File: config.mk
export PLATFORM = sky130hd
export DESIGN_NAME = mem_bus_arbiter
export DESIGN_NICKNAME = d
export VERILOG_FILES = /design/src/rtl/bus_pkg.sv /design/src/rtl/rr_arb2.sv /design/src/rtl/mem_bus_arbiter.sv
export SDC_FILE = /design/constraint.sdc
export NUM_CORES = 1
export LEC_CHECK = 0
export ABC_AREA = 1
export CAP_MARGIN = 20
export CORE_MARGIN = 8
export CORE_UTILIZATION = 37
export CTS_CLUSTER_SIZE = 40
export DETAILED_ROUTE_END_ITERATION = 8
export PLACE_DENSITY = 0.77
export SLEW_MARGIN = 20
export SYNTH_ARGS = -nofsm -noshare
export SYNTH_HDL_FRONTEND = slang
export SYNTH_SLANG_ARGS = --single-unit
File: constraint.sdc
create_clock -name clk -period 3.95 [get_ports clk]
set_input_delay 0.5925 -clock clk [delete_from_list [all_inputs] [get_ports clk]]
set_output_delay 0.5925 -clock clk [all_outputs]
set_load 0.02 [all_outputs]
File: src/rtl/bus_pkg.sv
// Shared types and constants for the CPU/DMA memory bus arbiter.
package bus_pkg;
   typedef enum logic [1:0] {IDLE, ISSUE, WAIT, RESP} state_t;

   localparam logic REQ_CPU = 1'b0;
   localparam logic REQ_DMA = 1'b1;

   // The latency counter is 4 bits wide, which bounds MEM_LATENCY.
   localparam int MEM_LATENCY_MIN = 1;
   localparam int MEM_LATENCY_MAX = 15;
endpackage

File: src/rtl/rr_arb2.sv
// Two-way round-robin pick with its last-grant pointer.
module rr_arb2
   import bus_pkg::*;
(
   input  logic clk,
   input  logic reset,
   input  logic valid0,
   input  logic valid1,
   input  logic accept,
   output logic grant0,
   output logic grant1
);
   logic last_grant;

   // On a tie the requester that did not win last time goes first.
   assign grant0 = valid0 & (~valid1 | (last_grant == REQ_DMA));
   assign grant1 = valid1 & (~valid0 | (last_grant == REQ_CPU));

   always_ff @(posedge clk or posedge reset) begin
      if (reset)
         last_grant <= REQ_DMA;
      else if (accept)
         last_grant <= grant1 ? REQ_DMA : REQ_CPU;
   end
endmodule

File: src/rtl/mem_bus_arbiter.sv
// Shares the data-memory bus between the CPU MEM stage (req0) and the DMA port (req1),
// one transaction at a time, round-robin.
module mem_bus_arbiter
   import bus_pkg::*;
#(
   parameter int ADDR_W      = 32,
   parameter int DATA_W      = 32,
   parameter int MEM_LATENCY = 1
) (
   input  logic              clk,
   input  logic              reset,
   input  logic              req0_valid,
   input  logic              req0_we,
   input  logic [ADDR_W-1:0] req0_addr,
   input  logic [DATA_W-1:0] req0_wdata,
   output logic              req0_ready,
   output logic              req0_rvalid,
   output logic [DATA_W-1:0] req0_rdata,
   input  logic              req1_valid,
   input  logic              req1_we,
   input  logic [ADDR_W-1:0] req1_addr,
   input  logic [DATA_W-1:0] req1_wdata,
   output logic              req1_ready,
   output logic              req1_rvalid,
   output logic [DATA_W-1:0] req1_rdata,
   output logic              mem_re,
   output logic              mem_we,
   output logic [ADDR_W-1:0] mem_addr,
   output logic [DATA_W-1:0] mem_wdata,
   input  logic [DATA_W-1:0] mem_rdata
);
   localparam logic [3:0] LAT_LOAD = 4'(MEM_LATENCY - 1);

   state_t     state, state_nxt;
   logic       grant0, grant1, accept;
   logic       win, lat_we;
   logic [3:0] cnt;

   rr_arb2 u_arb (
      .clk    (clk),
      .reset  (reset),
      .valid0 (req0_valid),
      .valid1 (req1_valid),
      .accept (accept),
      .grant0 (grant0),
      .grant1 (grant1)
   );

   assign accept = (state == IDLE) & (grant0 | grant1);

   always_comb begin
      state_nxt   = state;
      req0_ready  = 1'b0;
      req1_ready  = 1'b0;
      req0_rvalid = 1'b0;
      req1_rvalid = 1'b0;
      mem_re      = 1'b0;
      mem_we      = 1'b0;
      case (state)
         IDLE: begin
            req0_ready = grant0;
            req1_ready = grant1;
            if (accept) state_nxt = ISSUE;
         end
         ISSUE: begin
            mem_re    = ~lat_we;
            mem_we    = lat_we;
            state_nxt = WAIT;
         end
         WAIT:
            if (cnt == 4'd0) state_nxt = RESP;
         RESP: begin
            req0_rvalid = (win == REQ_CPU);
            req1_rvalid = (win == REQ_DMA);
            state_nxt   = IDLE;
         end
         default: state_nxt = IDLE;
      endcase
   end

   always_ff @(posedge clk or posedge reset) begin
      if (reset) begin
         state      <= IDLE;
         cnt        <= 4'd0;
         win        <= REQ_CPU;
         lat_we     <= 1'b0;
         mem_addr   <= '0;
         mem_wdata  <= '0;
         req0_rdata <= '0;
         req1_rdata <= '0;
      end else begin
         state <= state_nxt;
         if (accept) begin
            win       <= grant1 ? REQ_DMA : REQ_CPU;
            lat_we    <= grant1 ? req1_we : req0_we;
            mem_addr  <= grant1 ? req1_addr : req0_addr;
            mem_wdata <= grant1 ? req1_wdata : req0_wdata;
         end
         if (state == ISSUE)
            cnt <= LAT_LOAD;
         else if (state == WAIT && cnt != 4'd0)
            cnt <= cnt - 4'd1;
         // Capture into the winner's register only; a write acknowledges with zero.
         if (state == WAIT && cnt == 4'd0) begin
            if (win == REQ_CPU)
               req0_rdata <= lat_we ? '0 : mem_rdata;
            else
               req1_rdata <= lat_we ? '0 : mem_rdata;
         end
      end
   end
endmodule

======== Word-level counts from Yosys, hierarchy flattened ========
Cells that the tools add are included.
word-level totals
  bits in registers ....................... 137
  input port bits ......................... 166
  logic and storage cells ................. 51
cells by class
  add/subtract/negate cells ............... 1
  equality and inequality tests ........... 5
  mux-type cells .......................... 16
  bitwise operators ....................... 11
  reduce and logical (&&, ||, !) cells .... 9
operators by type and width
  operator             count
  $mux 32              3
  $mux 1               8
  $mux 4               2
  $pmux 2 s4           1
  $reduce_and 2->1     3
  $not 1->1            5
  $eq 2x2->1 const B   2
  $logic_not 4->1      1
  $mux 2               2
  $reduce_bool 4->1    1
  $sub 4x1->4 const B  1
  $and 1x1->1          3
  $or 1x1->1           3
  $eq 2x1->1 const B   1
  $logic_and 1x1->1    2
  $logic_not 2->1      1
  $ne 2x1->1 const B   1
  $ne 2x2->1 const B   1
  $reduce_bool 2->1    1

======== Logic depth before layout (Yosys ltp) ========
Gate-level depths: netlist of the first run.
  word-level depth ........................ 7
  depth in mapped cells ................... 8
  depth with buffers taken out ............ 7

======== By module ========
A second synthesis of the first run with hierarchy kept.
second synthesis, totals
  cells, all modules ...................... 675
  area total of the unflattened synthesis .. 5880.6 µm²
modules (own cells, without submodules)
  module           times used  cells each  area an instance (µm²)  sequential area each (µm²)
  mem_bus_arbiter  1           665         5813.1                  3403.3
  rr_arb2          1           10          67.6                    26.3

======== Least setup slack after synthesis of the first run ========
OpenSTA, ideal clock, no wires.
  kind .................................... in2out
  from .................................... in req1_valid
  to ...................................... out req0_ready
  arrival ................................. 1634 ps
  data required time ...................... 3357 ps
  path slack .............................. 1723 ps
  stages on the path ...................... 4
  cell sequence ........................... buf_2 buf_2 buf_2 a211oi_1
on the way
  cells in the longest elaborated chain, start to end .. 4
ends and longest elaborated chain
  item             line                   RTL
  start, declared  mem_bus_arbiter.sv:19  input logic req1_valid,
  $not 1->1        rr_arb2.sv:16          assign grant0 = valid0 & (~valid1 | (last_grant == REQ_DMA));
  $or 1x1->1       rr_arb2.sv:16
  $and 1x1->1      rr_arb2.sv:16
  $mux 1           mem_bus_arbiter.sv:59  case (state)
  end, declared    mem_bus_arbiter.sv:16  output logic req0_ready,
No other way between the ends.

======== Final worst setup path of the first run ========
  from .................................... reg state[1]
  to ...................................... out req0_ready
on the way
  cells in the longest elaborated chain, start to end .. 2
ends and longest elaborated chain
  item                    line                   RTL
  start, declared         mem_bus_arbiter.sv:34  state_t state, state_nxt;
  start signal, assigned  mem_bus_arbiter.sv:92  state <= state_nxt;
  $logic_not 2->1         mem_bus_arbiter.sv:59
  $mux 1                  mem_bus_arbiter.sv:59
No other way between the ends.

==> run summary, run 1 <==
Num Clock Sinks -> 137
Worst Reg2Reg Path Length in Cells -> 7
Via/cell ratio -> 4.93
FMAX -> 376 MHz
Die width -> 144 µm
Gr usage total -> 0.201
Final setup fails -> 0
Clk Latency, worst-skew pair -> 410 ps
Combinational power share -> 0.497
CTS tree -> done
Gp weighted congestion -> 0.843
CP required -> 3360 ps
Drc violations -> 0
Initial antenna violation count -> 1
Final HPWL DP -> 15,200 µm
Filler cell count -> 1,480
Design Area, Final -> 9850 µm²
Synth-to-Final Area Change -> 61.5%
DR WL/cell -> 17.6 µm
Leak -> 4.21 nW
Setup Buffers After CTS -> 0
Global route overflow -> 0
Post-CTS Resized -> 0
Hold Violations, Final -> 0
Worst-path clk slew -> 60 ps
Max-cap violations -> 0
Setup_tns -> 0 ps
First-pass GRT wire length -> 32,200 µm
Seq pwr share -> 0.301
Clock group share of total power -> 0.202
RSZ-0062 raised after global routing -> no
Initial Utilization -> 0.373
Worst setup SP type -> flip-flop
Most frequent CP cell -> inv_1
Buf/Inv on CP -> 3
Status -> finished, final reports clean
Root Buffer -> clkbuf_16
Cts hold-fix bufs -> 0
Core Area -> 16,300 µm²
Most common cell after layout, fill and taps aside -> clkdlybuf4s50_1
Crit path max-delay family -> buffers and inverters
Critical-path cell list -> inv_1 > ha_1 > inv_1 > a211oi_1 > clkdlybuf4s50_1
Pre-CTS setup slack -> 1300 ps
Ports -> 300
Slowest CP cell -> clkdlybuf4s50_1
CP arrival -> 2070 ps
VDD IR-drop max -> 0.486 mV
CTS H-tree lvls -> 4
Drt pass-1 iters -> 5
TritonCTS Buffers -> 17
Largest net degree at the start of global routing -> 80
Synth Cell Area -> 6100 µm²
Layout cells sized above 1 -> 0.0548
CP peak stage delay -> 640 ps
Num rows -> 47
Hold depth -> 2
Tmin final -> 2660 ps
Worst hold path type -> flip-flop to flip-flop
# nets final -> 1,127
Int Pwr -> 0.00497 W
Die Y -> 144 µm
Flops & latches, synth -> 137
Setup crit end kind -> output pin
IO Port Bufs -> 299
Placed cell area -> 9230 µm²
Tcrit/Tclk final -> 0.674
Vias in the first global route -> 5,863
Net count after synthesis -> 849
Slew @ Worst Pin -> 777 ps
DRT iter0 DRCs -> 263
Sw Share -> 0.395
Die area -> 20,900 µm²
Clock Skew -> 7.72 ps
Routed via count -> 5,862
CP Max Fanout -> 4
Setup slack after layout -> 1290 ps
Synth top area share -> 0.558
Final antenna-violating net count -> 0
Drt total wl -> 20,900 µm
Synth area leaders -> dfrtp_1 56%, nand3_1 11%, nand2_1 11%
Synth Warn # -> 0
Synth Instances -> 677
Clock Path Buffers -> 2
Slew Viols, Final -> 0
Largest area contributor in the netlist -> dfrtp_1
Post-synthesis cell type count -> 19
Crit Path Class -> flip-flop to output pin
Synth Area per Inst -> 9.02 µm²
Commonest non-fill, non-tap cells in the layout -> 298 x clkdlybuf4s50_1, 177 x nand2_1, 136 x nand3_1, 136 x dfrtp_1, 68 x o21ai_0
Sw Pwr -> 0.00324 W
Power Density -> 833 nW/µm²
Seq/Total Area, Yosys -> 0.562
Worst path depth -> 5
Worst slew margin -> 0.481
==> area by class of cell <==
type                            instances  area, µm²  area share
Clock inverter                         15        194      0.0197
Clock buffer                           17        425      0.0432
Sequential cell                       137       3430       0.348
Timing Repair Buffer                  311       3100       0.315
Multi-Input combinational cell        468       2350       0.238
Tap cell                              220        275      0.0279
Antenna cell                            1       2.50    0.000254
Inverter                               20       78.8     0.00800
==> kinds of logic (layout without fill, tap and decap cells) <==
| kind of cell | after synthesis | after routing | synth area share |
|---|---|---|---|
| AOI/OAI and AO/OA | 138 | 138 | 0.140 |
| adders and majority gates | 6 | 6 | 0.0123 |
| buffers and inverters | 72 | 363 | 0.0558 |
| DFF | 137 | 137 | 0.562 |
| other | 0 | 1 | 0 |
| and+or+nand+nor | 324 | 324 | 0.230 |
==> flip-flops by register name, indices dropped and copies added (netlist names) <==
register	cells
mem_addr	32
mem_wdata	32
req0_rdata	32
req1_rdata	32
cnt	4
state	2
lat_we	1
u_arb.last_grant	1
win	1
==> cell usage after synthesis <==
cell      count
dfstp_2       1
nand3_1     136
dfrtp_1     136
a211oi_1      1
nand3_2       2
buf_6         2
ha_1          6
nand4_1       1
inv_1        20
buf_2        23
a21oi_1       3
nor2_1        6
o21ai_0      68
clkbuf_1     20
buf_4         7
a21oi_2       1
nand2_1     179
o21a_1       64
o21ai_1       1
==> power by group through the flow <==
| stage | Combinational, W | Sequential, W | Clock, W |
|---|---|---|---|
| final | 0.00408 | 0.00247 | 0.00166 |
| after global routing | 0.00440 | 0.00256 | 0.00176 |
| after CTS | 0.00413 | 0.00247 | 0.00170 |
| after detailed placement | 0.00411 | 0.00248 | 0 |
| after global placement | 0.00406 | 0.00246 | 0 |
| after floorplan | 0.00140 | 0.00324 | 0 |
==> worst min-delay path, delay by kind of cell (launching register included) <==
family             cells  cell delay (ps)
AOI/OAI and AO/OA      1               60
DFF                    1              340
and+or+nand+nor        1               50
==> metrics by stage <==
step | total power, W | instances | hold slack [ps] | utilization
floorplan | 0.00464 | 677 | 481 | -
global placement | 0.00652 | 1156 | 466 | 0.565
detailed placement | 0.00660 | 1156 | 472 | 0.565
CTS | 0.00830 | 1188 | 487 | 0.603
global route | 0.00872 | 1189 | 499 | 0.603
finish | 0.00820 | 1189 | 481 | 0.603
==> final timing paths <==
check	startpoint	to	slack (ps)
max reg2reg	state[1]$_DFFE_PP0P_	mem_addr[2]$_DFFE_PP0P_	1760
max in group asynchronous	reset	mem_wdata[5]$_DFFE_PP0P_	2540
min in group asynchronous	reset	req0_rdata[25]$_DFFE_PP0P_	520
max	state[1]$_DFFE_PP0P_	req0_ready	1290
min reg2reg	req1_rdata[22]$_DFFE_PP0P_	req1_rdata[22]$_DFFE_PP0P_	480
min	req1_rdata[22]$_DFFE_PP0P_	req1_rdata[22]$_DFFE_PP0P_	480
==> per-layer routing <==
layer  global-route usage  part of all wire  up-vias  wire length (µm)
li1                     -                 -     2840                 -
met5                    0                 0        -                 0
met1                0.237              0.40     2777              8290
met4               0.0964             0.035        0               743
met3               0.0548             0.069       47              1440
met2                0.333              0.50      198             10500
Note: power is estimated with default switching activity, not from simulation.
==> run 2, diff against run 1 <==
Settings changed: CORE_UTILIZATION 37 to 40, PLACE_DENSITY 0.77 to 0.8.
Clock period 3.95 ns to 2.6 ns, I/O delays scaled along.
==> run 2 against run 1 <==
Die area down 6.7%. Clock-buffer cell count up 2. Largest cell class unchanged. Sequential share of layout area about the same.
==> run summary, run 2 (synthesis results as in run 1) <==
Final setup fails -> 0 (unchanged)
Sw Share -> 0.395 (about the same)
Die width -> 140 µm (-3.4%)
Final HPWL DP -> 15,200 µm (-0.12%)
Drt pass-1 iters -> 4 (-1)
CP required -> 2210 ps (-1150 ps)
Vias in the first global route -> 5,970 (+1.8%)
Leak -> 4.26 nW (+1.3%)
Clock Path Buffers -> 2 (unchanged)
Initial Utilization -> 0.406 (+0.0327)
Largest net degree at the start of global routing -> 74 (-7.5%)
CP peak stage delay -> 660 ps (+20 ps)
VDD IR-drop max -> 0.721 mV (+48%)
Placed cell area -> 9290 µm² (+0.62%)
Via/cell ratio -> 5.08 (+3.0%)
Setup Buffers After CTS -> 0 (unchanged)
Worst slew margin -> 0.527 (+0.0455)
Status -> finished, final reports clean
Commonest non-fill, non-tap cells in the layout -> 297 x clkdlybuf4s50_1, 177 x nand2_1, 136 x nand3_1, 136 x dfrtp_1, 68 x o21ai_0
Design Area, Final -> 9860 µm² (about the same)
DRT iter0 DRCs -> 337 (+28%)
Gp weighted congestion -> 0.874 (+3.7%)
Worst setup SP type -> flip-flop
Num rows -> 45 (-4.3%)
Final antenna-violating net count -> 0 (unchanged)
Global route overflow -> 0 (unchanged)
Crit Path Class -> flip-flop to output pin
Worst hold path type -> input port to flip-flop
Num Clock Sinks -> 137 (unchanged)
Buf/Inv on CP -> 3 (unchanged)
Drc violations -> 0 (unchanged)
Int Pwr -> 0.00743 W (+50%)
Setup crit end kind -> output pin
Critical-path cell list -> inv_1 > ha_1 > inv_1 > nor2_1 > clkdlybuf4s50_1
Tcrit/Tclk final -> 0.919
FMAX -> 419 MHz
RSZ-0062 raised after global routing -> no
Die Y -> 140 µm (-3.4%)
Gr usage total -> 0.211 (+0.00992)
Finished Layout Cells -> 1,165 (-2.0%)
Drt total wl -> 20,700 µm (-1.1%)
CTS tree -> done
Slowest CP cell -> clkdlybuf4s50_1
CTS H-tree lvls -> 4 (unchanged)
Slew @ Worst Pin -> 710 ps (-66.5 ps)
Worst-path clk slew -> 60 ps (about the same)
Most common cell after layout, fill and taps aside -> clkdlybuf4s50_1
TritonCTS Buffers -> 17 (unchanged)
Crit path max-delay family -> buffers and inverters
Power Density -> 1250 nW/µm² (+50%)
Core Area -> 15,000 µm² (-8.0%)
Filler cell count -> 1,224 (-17%)
Setup_tns -> 0 ps (unchanged)
First-pass GRT wire length -> 32,300 µm (+0.41%)
Routed via count -> 5,915 (+0.90%)
Ports -> 300 (unchanged)
CP arrival -> 2000 ps (-70 ps)
Inst Count DP -> 1,132 (-2.1%)
Root Buffer -> clkbuf_16
Initial antenna violation count -> 1 (unchanged)
# nets final -> 1,135 (+0.71%)
CP Max Fanout -> 6 (+2)
Clk Latency, worst-skew pair -> 410 ps (about the same)
Die area -> 19,500 µm² (-6.7%)
Most frequent CP cell -> inv_1
Register area -> 3430 µm² (unchanged)
Tmin final -> 2390 ps
DR WL/cell -> 17.8 µm (+0.91%)
Clock group share of total power -> 0.186 (-0.016)
Synth-to-Final Area Change -> 61.5% (about the same)
Clock Skew -> 7.53 ps (-0.188 ps)
Max-cap violations -> 0 (unchanged)
Layout cells sized above 1 -> 0.0605 (+0.00570)
Slew Viols, Final -> 0 (unchanged)
Sw Pwr -> 0.00485 W (+50%)
IO Port Bufs -> 299 (unchanged)
Multi-input logic area -> 2350 µm² (unchanged)
Combinational power share -> 0.508 (+0.011)
Hold Violations, Final -> 0 (unchanged)
Seq pwr share -> 0.306 (+0.005)
==> run 2: cell types whose count changed in the layout (fill, tap and decap cells not counted) <==
cell and delta:
buf_4 +5, buf_12 +3, clkinv_2 +3, bufinv_16 -2, clkinvlp_4 -2, inv_8 -2
clkbuf_1 +1, clkbuf_8 +1, clkdlybuf4s50_1 -1, clkinv_4 +1, dlymetal6s2s_1 +1, inv_1 +1
inv_2 -1
==> run 2: path summary, 6_finish.rpt <==
check / start / to / slack [ps] / cells after the start
max: state[1]$_DFFE_PP0P_ / mem_re / 210 / 5
min: req1_valid / u_arb.last_grant$_DFFE_PP1P_ / 380 / 3
max reg2reg: cnt[0]$_DFFE_PP0P_ / req0_rdata[0]$_DFFE_PP0P_ / 610 / 8
min reg2reg: mem_wdata[10]$_DFFE_PP0P_ / mem_wdata[10]$_DFFE_PP0P_ / 480 / 1
max in group asynchronous: reset / mem_addr[24]$_DFFE_PP0P_ / 1820 / 3
min in group asynchronous: reset / lat_we$_DFFE_PP0P_ / 450 / 3
==> run 2: routing by layer <==
metal,up-vias,GRT usage,share of wire
li1,2856,-,-
met1,2838,0.237,0.40
met2,188,0.362,0.50
met3,33,0.0715,0.069
met4,0,0.0832,0.029
met5,-,0,0
==> run 2: power by group through the flow <==
stage,Clock [W],Sequential (W),Combinational (W)
2_1_floorplan,0,0.00493,0.00212
3_3_place_gp,0,0.00373,0.00621
3_5_place_dp,0,0.00377,0.00630
4_1_cts,0.00234,0.00376,0.00632
5_1_grt,0.00243,0.00388,0.00671
6_report,0.00229,0.00375,0.00624
==> run 2: metrics by stage <==
step | hold WS (ps) | power, W | utilization | setup slack [ps]
final | 377 | 0.0123 | 0.656 | 211
after global routing | 402 | 0.0130 | 0.656 | 108
after CTS | 378 | 0.0124 | 0.655 | 93.9
after detailed placement | 472 | 0.0101 | 0.618 | 329
after global placement | 466 | 0.00994 | 0.618 | 378
after floorplan | 481 | 0.00705 | - | 504
==> run 2: what timing repair did <==
action / 4_1_cts / 5_1_grt
gates resized for setup: 0 / 1
endpoints found under the setup margin: 0 / 1
hold buffers: 0 / 0
endpoints found under the hold margin: 0 / 0
==> run 2: final cells by class <==
cell class              count  area share
flip-flops and latches    137       0.348
repair buffers            319       0.325
multi-input cells         468       0.238
clock buffers              19      0.0449
well taps                 188      0.0239
clock inverters            13      0.0122
inverters                  20     0.00800
diodes                      1    0.000254
==> run 2: worst min-delay path, cell delays in order <==
cell and delay [ps]:
buf_2 160, nand3_1 130, o21ai_0 90
==> run 3, diff against run 2 <==
Settings changed: ABC_CLOCK_PERIOD_IN_PS set to 2600.
==> results of run 3 <==
Same layout as run 2: the final DEF is identical, and so are final timing and power.
